`config.mk`:
```
export PLATFORM = sky130hd
export DESIGN_NAME = bus_datapath_seq_flat
export DESIGN_NICKNAME = d
export VERILOG_FILES = /design/src/rtl/bus_datapath_seq_if.sv /design/src/rtl/bus_datapath_seq.sv /design/src/flat_wrapper.sv
export SDC_FILE = /design/constraint.sdc
export NUM_CORES = 2
export LEC_CHECK = 0
export ABC_AREA = 1
export BUFFER_PORTS_ARGS = -buffer_cell sky130_fd_sc_hd__buf_2
export CAP_MARGIN = 15
export CELL_PAD_IN_SITES_DETAIL_PLACEMENT = 1
export CELL_PAD_IN_SITES_GLOBAL_PLACEMENT = 2
export CORE_ASPECT_RATIO = 0.7
export CORE_MARGIN = 2
export CORE_UTILIZATION = 35
export DETAILED_ROUTE_END_ITERATION = 16
export PLACE_DENSITY_LB_ADDON = 0.1
export SLEW_MARGIN = 20
export SYNTH_ARGS = -nofsm -noshare
export SYNTH_HDL_FRONTEND = slang
export SYNTH_SLANG_ARGS = --single-unit
```
`constraint.sdc`:
```
create_clock -name clock -period 25.6 [get_ports clock]
set_input_delay 2.56 -clock clock [delete_from_list [all_inputs] [get_ports clock]]
set_output_delay 2.56 -clock clock [all_outputs]
set_load 0.02 [all_outputs]
```
`src/rtl/bus_datapath_seq_if.sv`:
```
// Handshake, operand and observation signals of the sequenced single-bus datapath.
// The master side requests operations; the slave side is the datapath itself.
interface bus_datapath_seq_if #(
    parameter int unsigned DATA_W = 32,
    parameter int unsigned REG_AW = 4
);
    logic              start;
    logic [2:0]        op;
    logic [REG_AW-1:0] ra;
    logic [REG_AW-1:0] rb;
    logic [REG_AW-1:0] rc;
    logic [DATA_W-1:0] mdatain;
    logic              ld_en;
    logic [REG_AW-1:0] ld_addr;
    logic [DATA_W-1:0] ld_data;
    logic [REG_AW-1:0] dbg_addr;
    logic [DATA_W-1:0] dbg_data;
    logic              busy;
    logic              done;
    logic [DATA_W-1:0] bus_out;
    logic [DATA_W-1:0] hi_out;
    logic [DATA_W-1:0] lo_out;

    modport master (
        output start, op, ra, rb, rc, mdatain, ld_en, ld_addr, ld_data, dbg_addr,
        input  dbg_data, busy, done, bus_out, hi_out, lo_out
    );

    modport slave (
        input  start, op, ra, rb, rc, mdatain, ld_en, ld_addr, ld_data, dbg_addr,
        output dbg_data, busy, done, bus_out, hi_out, lo_out
    );
endinterface

```
`src/rtl/bus_datapath_seq.sv`:
```
// Single-bus datapath (register file, Y, Z, HI, LO, MDR) with a built-in microsequencer
// that runs a whole ALU or load transfer from one start/done handshake.
module bus_datapath_seq #(
    parameter int unsigned DATA_W   = 32,
    parameter int unsigned NUM_REGS = 16,
    parameter int unsigned REG_AW   = 4
) (
    input logic               clock,
    input logic               clear,
    bus_datapath_seq_if.slave bus_if
);
    localparam logic [2:0] OpAdd  = 3'd0;
    localparam logic [2:0] OpSub  = 3'd1;
    localparam logic [2:0] OpAnd  = 3'd2;
    localparam logic [2:0] OpOr   = 3'd3;
    localparam logic [2:0] OpMul  = 3'd4;
    localparam logic [2:0] OpNot  = 3'd5;
    localparam logic [2:0] OpLoad = 3'd6;

    typedef enum logic [2:0] {StIdle, StT0, StT1, StT2, StT3, StDone} state_e;

    state_e                state_q, state_d;
    logic [DATA_W-1:0]     regs_q [NUM_REGS];
    logic [DATA_W-1:0]     y_q, hi_q, lo_q, mdr_q;
    logic [2*DATA_W-1:0]   z_q;
    logic [2:0]            op_q;
    logic [REG_AW-1:0]     ra_q, rb_q, rc_q;

    logic [DATA_W-1:0]     bus;
    logic                  is_alu, is_mul, is_load;
    logic                  latch, y_en, z_en, mdr_en, hi_en, lo_en, rf_we;
    logic [REG_AW-1:0]     rf_waddr;
    logic [DATA_W-1:0]     rf_wdata;
    logic [2*DATA_W-1:0]   alu_res;
    logic signed [2*DATA_W-1:0] prod;

    assign is_alu  = (op_q <= OpNot);
    assign is_mul  = (op_q == OpMul);
    assign is_load = (op_q == OpLoad);

    // Sequencer: drives the bus and the per-register load strobes for each T-state.
    always_comb begin
        state_d  = state_q;
        bus      = '0;
        latch    = 1'b0;
        y_en     = 1'b0;
        z_en     = 1'b0;
        mdr_en   = 1'b0;
        hi_en    = 1'b0;
        lo_en    = 1'b0;
        rf_we    = 1'b0;
        rf_waddr = rc_q;
        rf_wdata = '0;
        unique case (state_q)
            StIdle: begin
                if (bus_if.start) begin
                    latch   = 1'b1;
                    state_d = StT0;
                end else if (bus_if.ld_en) begin
                    rf_we    = 1'b1;
                    rf_waddr = bus_if.ld_addr;
                    rf_wdata = bus_if.ld_data;
                end
            end
            StT0: begin
                if (is_alu) begin
                    bus     = regs_q[ra_q];
                    y_en    = 1'b1;
                    state_d = StT1;
                end else if (is_load) begin
                    mdr_en  = 1'b1;
                    state_d = StT1;
                end else begin
                    state_d = StDone;
                end
            end
            StT1: begin
                if (is_alu) begin
                    bus     = regs_q[rb_q];
                    z_en    = 1'b1;
                    state_d = StT2;
                end else begin
                    bus      = mdr_q;
                    rf_we    = 1'b1;
                    rf_wdata = mdr_q;
                    state_d  = StDone;
                end
            end
            StT2: begin
                bus      = z_q[DATA_W-1:0];
                rf_we    = 1'b1;
                rf_wdata = z_q[DATA_W-1:0];
                lo_en    = is_mul;
                state_d  = is_mul ? StT3 : StDone;
            end
            StT3: begin
                bus     = z_q[2*DATA_W-1:DATA_W];
                hi_en   = 1'b1;
                state_d = StDone;
            end
            StDone: state_d = StIdle;
            default: state_d = StIdle;
        endcase
    end

    // ALU: Y is the A operand, the bus carries B during T1.
    always_comb begin
        prod    = $signed({{DATA_W{y_q[DATA_W-1]}}, y_q}) *
                  $signed({{DATA_W{bus[DATA_W-1]}}, bus});
        alu_res = '0;
        case (op_q)
            OpAdd:   alu_res = {{DATA_W{1'b0}}, y_q + bus};
            OpSub:   alu_res = {{DATA_W{1'b0}}, y_q - bus};
            OpAnd:   alu_res = {{DATA_W{1'b0}}, y_q & bus};
            OpOr:    alu_res = {{DATA_W{1'b0}}, y_q | bus};
            OpMul:   alu_res = prod;
            OpNot:   alu_res = {{DATA_W{1'b0}}, ~y_q};
            default: alu_res = '0;
        endcase
    end

    always_ff @(posedge clock or negedge clear) begin
        if (!clear) begin
            state_q <= StIdle;
            op_q    <= '0;
            ra_q    <= '0;
            rb_q    <= '0;
            rc_q    <= '0;
            y_q     <= '0;
            z_q     <= '0;
            hi_q    <= '0;
            lo_q    <= '0;
            mdr_q   <= '0;
        end else begin
            state_q <= state_d;
            if (latch) begin
                op_q <= bus_if.op;
                ra_q <= bus_if.ra;
                rb_q <= bus_if.rb;
                rc_q <= bus_if.rc;
            end
            if (y_en)   y_q   <= bus;
            if (z_en)   z_q   <= alu_res;
            if (mdr_en) mdr_q <= bus_if.mdatain;
            if (hi_en)  hi_q  <= bus;
            if (lo_en)  lo_q  <= bus;
        end
    end

    always_ff @(posedge clock or negedge clear) begin
        if (!clear) begin
            for (int i = 0; i < NUM_REGS; i++) begin
                regs_q[i] <= '0;
            end
        end else if (rf_we) begin
            regs_q[rf_waddr] <= rf_wdata;
        end
    end

    assign bus_if.dbg_data = regs_q[bus_if.dbg_addr];
    assign bus_if.busy     = (state_q != StIdle);
    assign bus_if.done     = (state_q == StDone);
    assign bus_if.bus_out  = bus;
    assign bus_if.hi_out   = hi_q;
    assign bus_if.lo_out   = lo_q;
endmodule

```
`src/flat_wrapper.sv`:
```
// flat-port wrapper written by rule: the top's interface ports become plain ports
module bus_datapath_seq_flat 
#(
    parameter int unsigned DATA_W   = 32,
    parameter int unsigned NUM_REGS = 16,
    parameter int unsigned REG_AW   = 4
)
  (clock, clear, bus_if_start, bus_if_op, bus_if_ra, bus_if_rb, bus_if_rc, bus_if_mdatain, bus_if_ld_en, bus_if_ld_addr, bus_if_ld_data, bus_if_dbg_addr, bus_if_dbg_data, bus_if_busy, bus_if_done, bus_if_bus_out, bus_if_hi_out, bus_if_lo_out);
  bus_datapath_seq_if #(.DATA_W(DATA_W), .REG_AW(REG_AW)) bus_if_i ();
  input logic clock;
  input logic clear;
  input wire logic [$bits(bus_if_i.start)-1:0] bus_if_start;
  input wire logic [$bits(bus_if_i.op)-1:0] bus_if_op;
  input wire logic [$bits(bus_if_i.ra)-1:0] bus_if_ra;
  input wire logic [$bits(bus_if_i.rb)-1:0] bus_if_rb;
  input wire logic [$bits(bus_if_i.rc)-1:0] bus_if_rc;
  input wire logic [$bits(bus_if_i.mdatain)-1:0] bus_if_mdatain;
  input wire logic [$bits(bus_if_i.ld_en)-1:0] bus_if_ld_en;
  input wire logic [$bits(bus_if_i.ld_addr)-1:0] bus_if_ld_addr;
  input wire logic [$bits(bus_if_i.ld_data)-1:0] bus_if_ld_data;
  input wire logic [$bits(bus_if_i.dbg_addr)-1:0] bus_if_dbg_addr;
  output wire logic [$bits(bus_if_i.dbg_data)-1:0] bus_if_dbg_data;
  output wire logic [$bits(bus_if_i.busy)-1:0] bus_if_busy;
  output wire logic [$bits(bus_if_i.done)-1:0] bus_if_done;
  output wire logic [$bits(bus_if_i.bus_out)-1:0] bus_if_bus_out;
  output wire logic [$bits(bus_if_i.hi_out)-1:0] bus_if_hi_out;
  output wire logic [$bits(bus_if_i.lo_out)-1:0] bus_if_lo_out;
  assign bus_if_i.start = bus_if_start;
  assign bus_if_i.op = bus_if_op;
  assign bus_if_i.ra = bus_if_ra;
  assign bus_if_i.rb = bus_if_rb;
  assign bus_if_i.rc = bus_if_rc;
  assign bus_if_i.mdatain = bus_if_mdatain;
  assign bus_if_i.ld_en = bus_if_ld_en;
  assign bus_if_i.ld_addr = bus_if_ld_addr;
  assign bus_if_i.ld_data = bus_if_ld_data;
  assign bus_if_i.dbg_addr = bus_if_dbg_addr;
  assign bus_if_dbg_data = bus_if_i.dbg_data;
  assign bus_if_busy = bus_if_i.busy;
  assign bus_if_done = bus_if_i.done;
  assign bus_if_bus_out = bus_if_i.bus_out;
  assign bus_if_hi_out = bus_if_i.hi_out;
  assign bus_if_lo_out = bus_if_i.lo_out;
  bus_datapath_seq #(.DATA_W(DATA_W), .NUM_REGS(NUM_REGS), .REG_AW(REG_AW)) u_core (.clock(clock), .clear(clear), .bus_if(bus_if_i));
endmodule
```
==> Flow_metrics.wiki <==
{| class="wikitable"
! Metric !! Value
|-
| Result of the run || complete, no violations
|-
| TritonCTS buffer count || just over 80
|-
| Buffer levels on the longest clock path || 3
|-
| Post-synthesis net count || about 13000
|-
| Setup slack, reg-to-reg || 12.89 ns
|-
| DR pass1 iterations || 5
|-
| Kind of end point of the critical path || flip-flop
|-
| Total track usage || between 30% and 40%
|-
| Worst slew margin || between 15 and 20%
|-
| Fraction of final layout cells sized beyond drive strength 1 || 6.810%
|-
| FF-to-FF Start || u_core.ra_q[0]
|-
| Clock-pin transition on the worst setup and hold timing paths || around 0.060 ns
|-
| Data required time at the worst endpoint || 26.21 ns
|-
| Crit path arrival time || ~13 ns
|-
| ANT nets after route || 0
|-
| Warning count from the yosys run || 0
|-
| Layout Area Growth over Synthesis || 7.461%
|-
| Max-slew violation count || 0
|-
| Effective utilization at floorplan || 35.29%
|-
| Core footprint || ~0.24 mm²
|-
| Placer Congestion || 1.032
|-
| IO Pins || 221
|-
| 1st-iter DRT viols || around 8000
|-
| Syn Area/Cell || 7.375 µm²
|-
| Leading area contributor after synthesis || sky130_fd_sc_hd__fa_1
|-
| Cell with the biggest individual delay on the critical path || sky130_fd_sc_hd__dfrtp_4
|-
| Clock skew after layout || around 0.042 ns
|-
| Worst min-delay path startpoint || u_core.regs_q[471]
|-
| Capture instance of the worst register-to-register path || u_core.z_q[60]
|-
| Flops & latches, synth || approximately 720
|-
| Clk sinks || 722
|-
| Residual DRC count || 0
|-
| Final number of setup-violating endpoints || 0
|-
| Die X-Extent || ~590 µm
|-
| Primary FF master, synth || sky130_fd_sc_hd__dfrtp_1
|-
| Layout fillers || 29171
|-
| Sequential cell area in the final layout || 0.01810 mm²
|-
| Number of setup buffers added after CTS || 0
|-
| Worst hold slack || 0.4833 ns
|-
| H-tree Lvls || 3
|-
| Number of vias in the routed layout || about 80000
|-
| Post-synthesis cell area || between 0.08 and 0.09 mm²
|-
| Top post-synthesis cells by count || 2965 x sky130_fd_sc_hd__nand2_1, 2119 x sky130_fd_sc_hd__inv_1, 1083 x sky130_fd_sc_hd__fa_1, 741 x sky130_fd_sc_hd__o21ai_0, 722 x sky130_fd_sc_hd__dfrtp_1
|-
| Gate count of the mapped netlist || 11292
|-
| Area occupied by multi-input gates || 0.05389 mm²
|-
| DR WL/cell || 27.71 µm
|-
| Cell area after layout || 0.08950 mm²
|-
| Critical path startpoint category || flip-flop
|-
| # rows || roughly 150
|-
| Number of antenna violations at the first check in global routing || 18
|-
| Synth async-reset ratio || 100.0%
|-
| CP peak stage delay || 0.95 ns
|-
| Hold WC Path Type || reg2reg
|-
| Estimated wirelength of the detail-placed design || 285700 µm
|-
| Die height || 412.1 µm
|-
| Dominant cell by count in the synthesized netlist || sky130_fd_sc_hd__nand2_1
|-
| Count of input and output buffers || 220
|-
| Top cells by area, synth || sky130_fd_sc_hd__fa_1 26%, sky130_fd_sc_hd__dfrtp_1 22%, sky130_fd_sc_hd__nand2_1 13%
|-
| Floorplan die area || about 0.24 mm²
|-
| Detailed Route WL || 396400 µm
|-
| Number of cells on the worst hold path || 2
|-
| Actual transition at the worst max-transition pin || 1.210 ns
|-
| Crit share post-route || 49.65%
|-
| Most prevalent standard cell on the critical path || sky130_fd_sc_hd__fa_1
|-
| Clock root buffer || sky130_fd_sc_hd__clkbuf_16
|-
| M2 GR Usage || 47.27%
|-
| Hold-critical path endpoint || u_core.regs_q[471]
|-
| Resized cells post-CTS || 0
|-
| Post-detailed-route via-to-cell ratio || 5.457
|-
| Global route overflow || 0
|-
| Final critical path time including I/O delays and setup || approximately 13 ns
|-
| Met3 Use GR || 6.226%
|-
| Sequential cell area fraction in the yosys report || 21.69%
|-
| Clock insertion delay at the later pin of the skew report || 0.70 ns
|-
| Largest net degree at the start of global routing || roughly 180
|-
| Fmax achieved || 78.68 MHz
|-
| Maximum fanout along the worst path || 76
|-
| First-pass GRT wire length || 581500 µm
|-
| Share of Yosys cell area claimed by the top area cell type || 26.03%
|-
| Vias in the first global route || around 80000
|-
| Worst-case reg-to-reg path depth || 37
|-
| Layer with the highest usage after global routing || met1
|-
| CTS hold repair buffers || 0
|-
| Critical path start-end classification || reg2reg
|-
| Global Route met1 Usage || 50.40%
|-
| Number of synthesized flops with an enable pin || 0
|-
| Setup total negative slack || 0 ns
|-
| RSZ-0062 raised after global routing || no
|-
| Number of library cell types mapped by synthesis || 61
|-
| Final-stage net count || ~12000
|-
| Core occupancy in the finished layout || a little under two fifths
|-
| Standard cell area after detailed placement || 0.08678 mm²
|-
| Number of maximum-capacitance constraint violations || 0
|-
| Clock tree from TritonCTS || done
|-
| Final-report hold violation count || 0
|}
-- layout make-up --
type	count	area share (%)
inverters	2169	9.118
clock inverters	25	0.3104
well taps	3171	4.433
flip-flops and latches	722	20.22
diodes	6	0.01678
clock buffers	123	2.701
repair buffers	421	2.990
multi-input cells	7670	60.21
-- flip-flops by register name, indices dropped and copies added, names as in the netlist, 4 cells and up --
| name | count |
|---|---|
| u_core.regs_q | 512 |
| u_core.z_q | 64 |
| u_core.bus_if.hi_out | 32 |
| u_core.y_q | 32 |
| u_core.mdr_q | 32 |
| u_core.rb_q | 4 |
| u_core.ra_q | 4 |
| u_core.rc_q | 4 |
| u_core.bus_if.lo_out | 32 |
-- cell usage in the layout (no fill, tap or decap), types with 21 or more instances in the layout --
| cell | n |
|---|---|
| sky130_fd_sc_hd__a31oi_1 | 21 |
| sky130_fd_sc_hd__o22ai_1 | 27 |
| sky130_fd_sc_hd__mux2_2 | 34 |
| sky130_fd_sc_hd__a21oi_1 | 628 |
| sky130_fd_sc_hd__nor3_1 | 23 |
| sky130_fd_sc_hd__clkbuf_1 | 21 |
| sky130_fd_sc_hd__ha_1 | 218 |
| sky130_fd_sc_hd__nand2_1 | 2949 |
| sky130_fd_sc_hd__inv_2 | 38 |
| sky130_fd_sc_hd__dfrtp_1 | 711 |
| sky130_fd_sc_hd__inv_1 | 2113 |
| sky130_fd_sc_hd__o21ai_1 | 318 |
| sky130_fd_sc_hd__nor2_1 | 448 |
| sky130_fd_sc_hd__o21ai_0 | 734 |
| sky130_fd_sc_hd__fa_1 | 1083 |
| sky130_fd_sc_hd__o211ai_1 | 166 |
| sky130_fd_sc_hd__xor2_1 | 37 |
| sky130_fd_sc_hd__nor2_4 | 23 |
| sky130_fd_sc_hd__buf_4 | 198 |
| sky130_fd_sc_hd__buf_2 | 217 |
| sky130_fd_sc_hd__clkbuf_16 | 83 |
| sky130_fd_sc_hd__nand3_1 | 683 |
| sky130_fd_sc_hd__o221ai_1 | 50 |
-- kinds of logic (layout without fill, tap and decap cells) --
logic type,after synthesis,in the layout,share of synthesized area [%]
adders and majority gates,1301,1301,29.31
DFF,722,722,21.69
other,0,6,0
buffers and inverters,2900,2738,13.84
xor gates and xnor gates,51,51,0.5363
and+or+nand+nor,4232,4232,20.64
AOI/OAI and AO/OA,2052,2052,13.52
muxes,34,34,0.4597
-- worst max path at each step --
stage / from / endpoint / cells past startpoint
detailed placement: u_core.ra_q[0] / u_core.z_q[60] / 37
global placement: u_core.ra_q[0] / u_core.z_q[60] / 37
finish: u_core.ra_q[0] / u_core.z_q[60] / 37
CTS: u_core.ra_q[0] / u_core.z_q[60] / 37
global route: u_core.ra_q[0] / u_core.z_q[60] / 41
floorplan: u_core.state_q[2] / u_core.z_q[60] / 36
-- layer usage --
layer,wire [µm],vias up
li1,-,34269
met1,192200,40730
met2,163000,2722
met3,32780,353
met4,8363,6
met5,31,-
-- worst max-delay path, delay by kind of cell (launching register included) --
family                     cells  cell delay (ns)
AOI/OAI and AO/OA              6             2.52
buffers and inverters         11             2.59
and+or+nand+nor               11             1.49
adders and majority gates      9             4.89
DFF                            1             0.95
-- stage by stage --
step / setup WS [ns] / cells
floorplan: 17.15 / 11292
global route: 12.39 / 14302
finish: 12.89 / 14307
global placement: 13.61 / 14153
CTS: 13.34 / 14301
detailed placement: 13.33 / 14153
Power is not shown: default switching activity piles up to over one toggle a cycle in this logic, so the estimate is an artifact.
